`src/rtl/seq_frame_sched.sv`:
```
// Serializes handshaked words MSB-first into an 11011 Mealy detector, counts its
// hits with saturation and raises a sticky threshold interrupt that can stall the stream.
module seq_frame_sched #(
  parameter int DATA_W = 8,
  parameter int CNT_W  = 8
) (
  input  logic              clk,
  input  logic              rst,
  input  logic [DATA_W-1:0] in_data,
  input  logic              in_valid,
  output logic              in_ready,
  input  logic [CNT_W-1:0]  thresh,
  input  logic              clear,
  input  logic              irq_ack,
  output logic              det_bit,
  output logic              det_en,
  input  logic              det_hit,
  output logic [CNT_W-1:0]  hit_count,
  output logic              irq,
  output logic              busy
);

  localparam int IDX_W = (DATA_W > 1) ? $clog2(DATA_W) : 1;
  localparam logic [IDX_W-1:0] IDX_LAST = IDX_W'(DATA_W - 1);

  typedef enum logic [1:0] {IDLE, SHIFT, STALL} state_t;

  state_t            state_q;
  logic [DATA_W-1:0] shreg_q;
  logic [IDX_W-1:0]  bit_idx_q;
  logic [CNT_W-1:0]  hit_count_q, hit_count_d;
  logic              irq_q, irq_d;

  logic             hit, cnt_inc, trig, last, accept;
  logic [CNT_W-1:0] cnt_plus;

  assign hit      = (state_q == SHIFT) && det_hit;
  assign cnt_inc  = hit && !(&hit_count_q);
  assign cnt_plus = hit_count_q + CNT_W'(1);
  // A hit swallowed by a simultaneous clear must not raise the interrupt.
  assign trig     = cnt_inc && !clear && (thresh != '0) && (cnt_plus == thresh);
  assign last     = (bit_idx_q == '0);

  assign in_ready  = !rst && ((state_q == IDLE) || ((state_q == SHIFT) && last && !trig));
  assign accept    = in_valid && in_ready;
  assign det_en    = (state_q == SHIFT);
  assign det_bit   = det_en && shreg_q[DATA_W-1];
  assign busy      = (state_q != IDLE);
  assign hit_count = hit_count_q;
  assign irq       = irq_q;

  always_comb begin
    hit_count_d = hit_count_q;
    if (clear)        hit_count_d = '0;
    else if (cnt_inc) hit_count_d = cnt_plus;
  end

  // A new threshold crossing takes priority over an acknowledge in the same cycle.
  always_comb begin
    irq_d = irq_q;
    if (irq_ack) irq_d = 1'b0;
    if (trig)    irq_d = 1'b1;
  end

  always_ff @(posedge clk or posedge rst) begin
    if (rst) begin
      state_q     <= IDLE;
      shreg_q     <= '0;
      bit_idx_q   <= '0;
      hit_count_q <= '0;
      irq_q       <= 1'b0;
    end else begin
      hit_count_q <= hit_count_d;
      irq_q       <= irq_d;
      case (state_q)
        IDLE: begin
          if (accept) begin
            shreg_q   <= in_data;
            bit_idx_q <= IDX_LAST;
            state_q   <= SHIFT;
          end
        end
        SHIFT: begin
          if (accept) begin
            shreg_q   <= in_data;
            bit_idx_q <= IDX_LAST;
          end else begin
            shreg_q <= {shreg_q[DATA_W-2:0], 1'b0};
            if (!last) bit_idx_q <= bit_idx_q - IDX_W'(1);
            if (trig && !last) state_q <= STALL;
            else if (last)     state_q <= IDLE;
          end
        end
        STALL: begin
          if (irq_ack) state_q <= SHIFT;
        end
        default: state_q <= IDLE;
      endcase
    end
  end

endmodule
```
`config.mk`:
```
export PLATFORM = sky130hd
export DESIGN_NAME = seq_frame_sched
export DESIGN_NICKNAME = d
export VERILOG_FILES = /design/src/rtl/seq_frame_sched.sv
export SDC_FILE = /design/constraint.sdc
export NUM_CORES = 1
export LEC_CHECK = 0
export ABC_AREA = 1
export BUFFER_PORTS_ARGS = -buffer_cell sky130_fd_sc_hd__buf_2
export CORE_AREA = 3 3 61 63
export CTS_CLUSTER_DIAMETER = 200
export CTS_CLUSTER_SIZE = 28
export DETAILED_ROUTE_END_ITERATION = 16
export DIE_AREA = 0 0 64 66
export PLACE_DENSITY = 0.72
export SYNTH_ARGS = -nofsm -noshare
export SYNTH_HDL_FRONTEND = slang
export SYNTH_SLANG_ARGS = --single-unit
```
`constraint.sdc`:
```
create_clock -name clk -period 2.85 [get_ports clk]
set_input_delay 0 -clock clk [delete_from_list [all_inputs] [get_ports clk]]
set_output_delay 0 -clock clk [all_outputs]
set_load 0.02 [all_outputs]
```
---- Word level (Yosys, flattened, before mapping) ----
Cells that the tools add are included.
storage, ports and cells
  register bits after elaboration ......... 22
  bits of input ports ..................... 22
  output and inout port bits .............. 13
  word-level logic and storage cells ...... 60
cells by class
  $add $sub $neg .......................... 2
  equal/unequal tests ..................... 8
  mux-type cells .......................... 17
  reductions and logical operators ........ 28
operator list
  operator                                                                count
  8-bit two-way mux                                                       4
  8-bit case mux with 2 select lines                                      1
  1-bit logical AND                                                       11
  2-bit two-way mux                                                       5
  3-bit two-way mux                                                       3
  8-bit by 1-bit adder with 8-bit output (second input constant)          1
  8-bit equality test                                                     1
  8-bit AND reduction                                                     1
  2-bit nonzero test                                                      4
  8-bit nonzero test                                                      1
  2-bit != test (second input constant)                                   3
  2-bit case mux with 3 select lines                                      1
  3-bit case mux with 2 select lines                                      1
  1-bit logical NOT                                                       5
  4-bit AND reduction                                                     1
  3-bit logical NOT                                                       1
  3-bit by 1-bit != test with 1-bit output (second input constant)        1
  3-bit by 2-bit != test with 1-bit output (second input constant)        1
  3-bit AND reduction                                                     1
  3-bit by 1-bit subtractor with 3-bit output (second input constant)     1
  2-bit by 1-bit equality test with 1-bit output (second input constant)  1
  2-bit equality test (second input constant)                             1
  2-bit logical NOT                                                       1
  1-bit two-way mux                                                       2
  2 further kinds                                                         2

---- Logic depth before layout (Yosys ltp) ----
  word-level depth ........................ 13
  depth in mapped cells ................... 17
  gate-level depth less buffers ........... 16

---- Worst setup path before layout ----
OpenSTA, ideal clock, no wires.
  path type ............................... register to register
  start point ............................. reg hit_count_q[0] (netlist: hit_count[0])
  end point ............................... reg shreg_q[1]
  setup time .............................. 0.119 ns
  arrival time ............................ 2.076 ns
  required time ........................... 2.731 ns
  setup slack ............................. 0.655 ns
  stages on the path, launching flop included .. 17
  buffers on the path ..................... 1
  period minus slack after synthesis ...... 2.195 ns
  cells stage by stage .................... dfrtp_1 > ha_1 > nand2_2 > nor2_4 > nand3_1 > nand2_2 > nor2_1 > nand2_1 > nor2_2 > nand3_2 > nand2_2 > nand2_4 > nand3_4 > buf_8 > nand3_2 > nand3_1 > nand2_1
between the ends
  word-level cells in the longest chain between the ends .. 13
  elaborated cells between the ends (all ways) .. 17
  classes of those cells .................. 1 x add/sub; 2 x eq/ne; 2 x mux; 12 x reduce/logical
RTL lines
  element                                                                         RTL line  text
  start, declared                                                                 31        logic [CNT_W-1:0] hit_count_q, hit_count_d;
  start signal, assigned                                                          73        hit_count_q <= hit_count_d;
  branches (longest 5 deep; another with 8-bit by 1-bit adder with 8-bit output)  -
  1-bit logical AND (*)                                                           41        assign trig = cnt_inc && !clear && (thresh != '0) && (cnt_plus == thresh);
  1-bit logical NOT (*)                                                           44        assign in_ready = !rst && ((state_q == IDLE) || ((state_q == SHIFT) && last && !trig));
  1-bit logical AND (*)                                                           44
  1-bit logical OR (*)                                                            44
  1-bit logical AND (*)                                                           44
  1-bit logical AND (*)                                                           45        assign accept = in_valid && in_ready;
  8-bit two-way mux or 2-bit != test (tied branches)                              -
  8-bit case mux with 2 select lines or 2-bit AND reduction (tied branches)       -
  end signal, assigned                                                            78        shreg_q <= in_data;
  end signal, assigned                                                            85        shreg_q <= in_data;
  end signal, assigned                                                            88        shreg_q <= {shreg_q[DATA_W-2:0], 1'b0};
  end, declared                                                                   29        logic [DATA_W-1:0] shreg_q;
Every way passes the cells marked *.
A chain may end at the register's enable or synchronous reset.

---- Final worst setup path ----
  start point ............................. reg hit_count_q[0] (netlist: hit_count[0])
  end point ............................... reg bit_idx_q[1]
between the ends
  word-level cells in the longest chain between the ends .. 13
  elaborated cells between the ends (all ways) .. 18
  classes of those cells .................. 1 x add/sub; 3 x eq/ne; 2 x mux; 12 x reduce/logical
RTL lines
  element                                                                                     RTL line  text
  branches (longest 5 deep; another with 8-bit by 1-bit adder with 8-bit output)              -
  1-bit logical AND (*)                                                                       41
  1-bit logical NOT (*)                                                                       44
  1-bit logical AND (*)                                                                       44
  1-bit logical OR (*)                                                                        44
  1-bit logical AND (*)                                                                       44
  1-bit logical AND (*)                                                                       45
  3-bit by 2-bit != test with 1-bit output (no source line) (tied with other cells)           -
  3-bit AND reduction (no source line) or 3-bit case mux with 2 select lines (tied branches)  -
  end signal, assigned                                                                        89        if (!last) bit_idx_q <= bit_idx_q - IDX_W'(1);
  end, declared                                                                               30        logic [IDX_W-1:0] bit_idx_q;
Marked as above.

==> summary by stage <==
Pwr
The worst-case IR drop observed on VDD is 0.365 mV. In this run the static leakage power is 1.02 nW. Power spread over the standard cell area amounts to 677 mW/mm^2.

Synth
The number of synthesis warnings is 0. The share of async-settable or async-resettable flops after synthesis is 1.00. Of the synthesized area, sequential elements account for 0.350. The net count after synthesis is 244.

Synthesis produced a netlist whose cell count is 219. After synthesis the netlist holds a flip-flop and latch count of 22. Averaged over all synthesized cells, the footprint is 7.19 sq um.

For this run, the leading register cell type out of synthesis is dfrtp_1. The number of library cell types mapped by synthesis is 29. The number of enable-type register cells in the synthesized netlist is 0. Summing every instance area after synthesis gives 0.00157 sq mm.

Die
The die covers 0.00422 sq mm. In this run the vertical extent of the chip is 66 um. In this run the horizontal extent of the chip is 64 um. The initial utilization of the core area, before any placement, comes to 0.479. The core box area is 0.00328 sq mm. The number of standard-cell rows in the floorplan is 21. The I/O pin total is 35.

Critical path
The path depth of the worst reg2reg path is 15. The largest single stage delay on the critical path is 0.48 ns. The critical path is of the register to register type. At the worst endpoint, the required time is 3.05 ns.

The slowest stage of the critical path is the dfrtp_1 cell. The total buffers and inverters traversed by the critical path is 0. The data arrival at the endpoint of the critical path is 2.52 ns. The capturing point of the worst reg2reg path is bit_idx_q[1]. The reg-to-reg critical path startpoint is hit_count[0]. The category of the worst setup path launch point is a register. STA classifies the critical path endpoint as a register. Of all nets on the critical path, the largest fanout is 12. Setup slack on the worst reg-to-reg path comes out at 0.53 ns. In this design, the largest share of critical-path delay is due to simple AND/OR/NAND/NOR gates. Walking the worst path, the cells encountered are ha_1, nand2_2, nor2_4, nand3_1, nand2_2, nor2_1, nand2_1, nor2_2, nand3_2, nand2_2, nand2_4, nand3_4, nand2_1, nand2_1, o21ai_1.

CTS
In this run, CTS created clock tree buffers numbering 3. In this run, post-CTS repair resized a total of 0 instances. The root buffer cell chosen for the clock tree is clkbuf_4. No sink is reached through more buffers than the 2 on the longest clock path. The CTS tree is built. Buffers added to address setup during post-CTS repair amount to 0.

The worst-skew pair later-pin latency is 0.30 ns. The sink count of the clock tree is 22. The number of hold-repair buffers added at the cts stage is 4. The level count of the clock H-tree is 1. Clock-pin slew was measured on the worst setup and hold paths at 0.12 ns.

STA
The setup clock skew after layout is 0.00267 ns. Measured against its own limit, the worst slew margin works out to 0.704. Setup total negative slack on the finished layout was measured at 0 ns. Setup repair after global routing left no endpoint under its margin. The worst path in the final design needs a cycle of 2.32 ns, including I/O delays and setup. In the finished design, the share of the clock period the worst path needs comes to 0.813.

The final number of hold-violating endpoints was 0. The worst-margin pin slew is 0.443 ns. The final max-slew violation count was 0. The total setup violations reported at the end of the flow is 0. For this run, the top clock speed supported by timing is 431 MHz.

Detailed routing
The detailed-routing iteration count for the pre-antenna-repair pass is 4. The DRC violation count after routing is 0. The residual antenna-violating net count after detailed routing is 0. After detailed routing, the average wire length per cell comes to 11.0 um. Using the TritonRoute via totals, the vias-per-cell ratio works out to 4.77. The routed layout has 1,446 vias.

The final layout contains routed wiring with a total length of 3.35 mm. The initial DRC count is 68.

Placed design
The count of buffers added on input and output ports is 34. The detailed placement HPWL is 2.60 mm. The total placed instance area is 0.00178 sq mm. The global placement routability congestion is 0.881.

Global route
The number of antenna violations at the first check in global routing was 0. The wire length of the first global-routing pass is 5.82 mm. The global-route usage over all layers is 0.173.

The maximum number of pins on one net before global-route repair is 32. Summed over all layers, the global routing overflow is 0. The number of global-route vias before repair is 1,344.

Flow run
The tool flagged a number of max-cap violations equal to 0.

Cells and area
The relative area change from synthesis to final layout is 17.0%. 0 antenna diodes ended up in the layout. The fraction of final layout cells sized beyond drive strength 1 is 0.237. In the final design database the tool counted 284 nets. Once layout is done, the placed cells without fillers occupy 0.00184 sq mm.

Hold path
The terminating pin of the worst hold path is shreg_q[5]. The path type of the worst min-delay path is primary input to register. The worst hold path passes through 5 cells. The startpoint identified for the worst hold timing path is in_data[5].

Run status
The run finished with clean final reports.
==> where the power goes <==
group	internal, mW	total, mW	switching (mW)
Sequential	0.404	0.467	0.0622
Clock	0.0493	0.141	0.0915
Combinational	0.226	0.640	0.413
Total	0.680	1.25	0.567
==> placed cells by master, fill, tap and decap left out, drive strengths merged <==
| cell | Yosys | final |
|---|---|---|
| a21oi | 1 | 1 |
| and3 | 1 | 1 |
| buf | 3 | 35 |
| clkbuf | 1 | 3 |
| clkinv | 2 | 2 |
| dfrtp | 22 | 22 |
| dlygate4sd3 | 0 | 4 |
| ha | 3 | 3 |
| inv | 45 | 45 |
| nand2 | 62 | 62 |
| nand3 | 29 | 29 |
| nand3b | 3 | 3 |
| nand4 | 11 | 11 |
| nor2 | 19 | 19 |
| o21ai | 6 | 6 |
| o22ai | 6 | 6 |
| o311ai | 1 | 1 |
| xnor2 | 2 | 2 |
| xnor3 | 1 | 1 |
| xor2 | 1 | 1 |
==> stage by stage <==
stage	hold slack, ns	instances	worst slack [ns]	utilization	power, mW
after floorplan	0.0842	219	0.655	-	0.970
after global placement	0.141	296	0.604	0.542	1.10
after detailed placement	0.141	296	0.565	0.542	1.11
after CTS	0.0221	303	0.536	0.561	1.26
after global routing	0.0449	303	0.233	0.561	1.38
final	0.0302	303	0.532	0.561	1.25
==> logic make-up (layout without fill, tap and decap cells) <==
group / after synthesis / after routing / share of synthesized area
buffers and inverters: 51 / 89 / 0.131
AOI/OAI and AO/OA: 14 / 14 / 0.0517
xor gates and xnor gates: 4 / 4 / 0.0310
and+or+nand+nor: 125 / 125 / 0.413
DFF: 22 / 22 / 0.350
adders and majority gates: 3 / 3 / 0.0238
==> tightest hold or removal path: cells and delay by family <==
kind | cells | cell delay (ns)
buffers and inverters | 2 | 0.11
and+or+nand+nor | 3 | 0.21
==> state kept, by name, indices dropped and copies added (netlist names) <==
signal,flops
bit_idx_q,3
hit_count,8
shreg_q,8
state_q,2
irq,1
==> worst max-delay path by stage <==
stage / start / endpoint / slack [ns] / depth (start not counted)
finish: hit_count[0] / bit_idx_q[1] / 0.53 / 15
global route: hit_count[0] / bit_idx_q[1] / 0.23 / 15
CTS: hit_count[0] / bit_idx_q[1] / 0.54 / 15
detailed placement: hit_count[0] / bit_idx_q[1] / 0.56 / 15
global placement: hit_count[0] / shreg_q[6] / 0.60 / 15
floorplan: hit_count[0] / shreg_q[1] / 0.65 / 16
==> Yosys cell counts (3+ instances only) <==
| library cell | instances | area share |
|---|---|---|
| inv_1 | 44 | 0.10 |
| nand3b_1 | 3 | 0.014 |
| nand2_2 | 7 | 0.028 |
| nand3_2 | 9 | 0.057 |
| o22ai_1 | 6 | 0.024 |
| nand3_1 | 19 | 0.060 |
| nand2_1 | 54 | 0.13 |
| ha_1 | 3 | 0.024 |
| nand4_1 | 11 | 0.044 |
| nor2_1 | 15 | 0.036 |
| o21ai_0 | 4 | 0.013 |
| dfrtp_1 | 22 | 0.35 |
==> final cells by class <==
cell class,instances,area (sq um)
clock buffers,3,22.5
fillers,325,1440
inverters,47,176
multi-input cells,146,817
flip-flops and latches,22,551
well taps,46,57.6
repair buffers,39,218
==> per-layer routing <==
layer / vias to the layer above / share of wire / track usage
li1: 773 / - / -
met1: 643 / 0.54 / 0.259
met2: 28 / 0.42 / 0.259
met3: 2 / 0.034 / 0.0153
met4: 0 / 0.0090 / 0.0566
met5: - / 0 / 0
No activity file was read; power rests on OpenSTA's default activity.
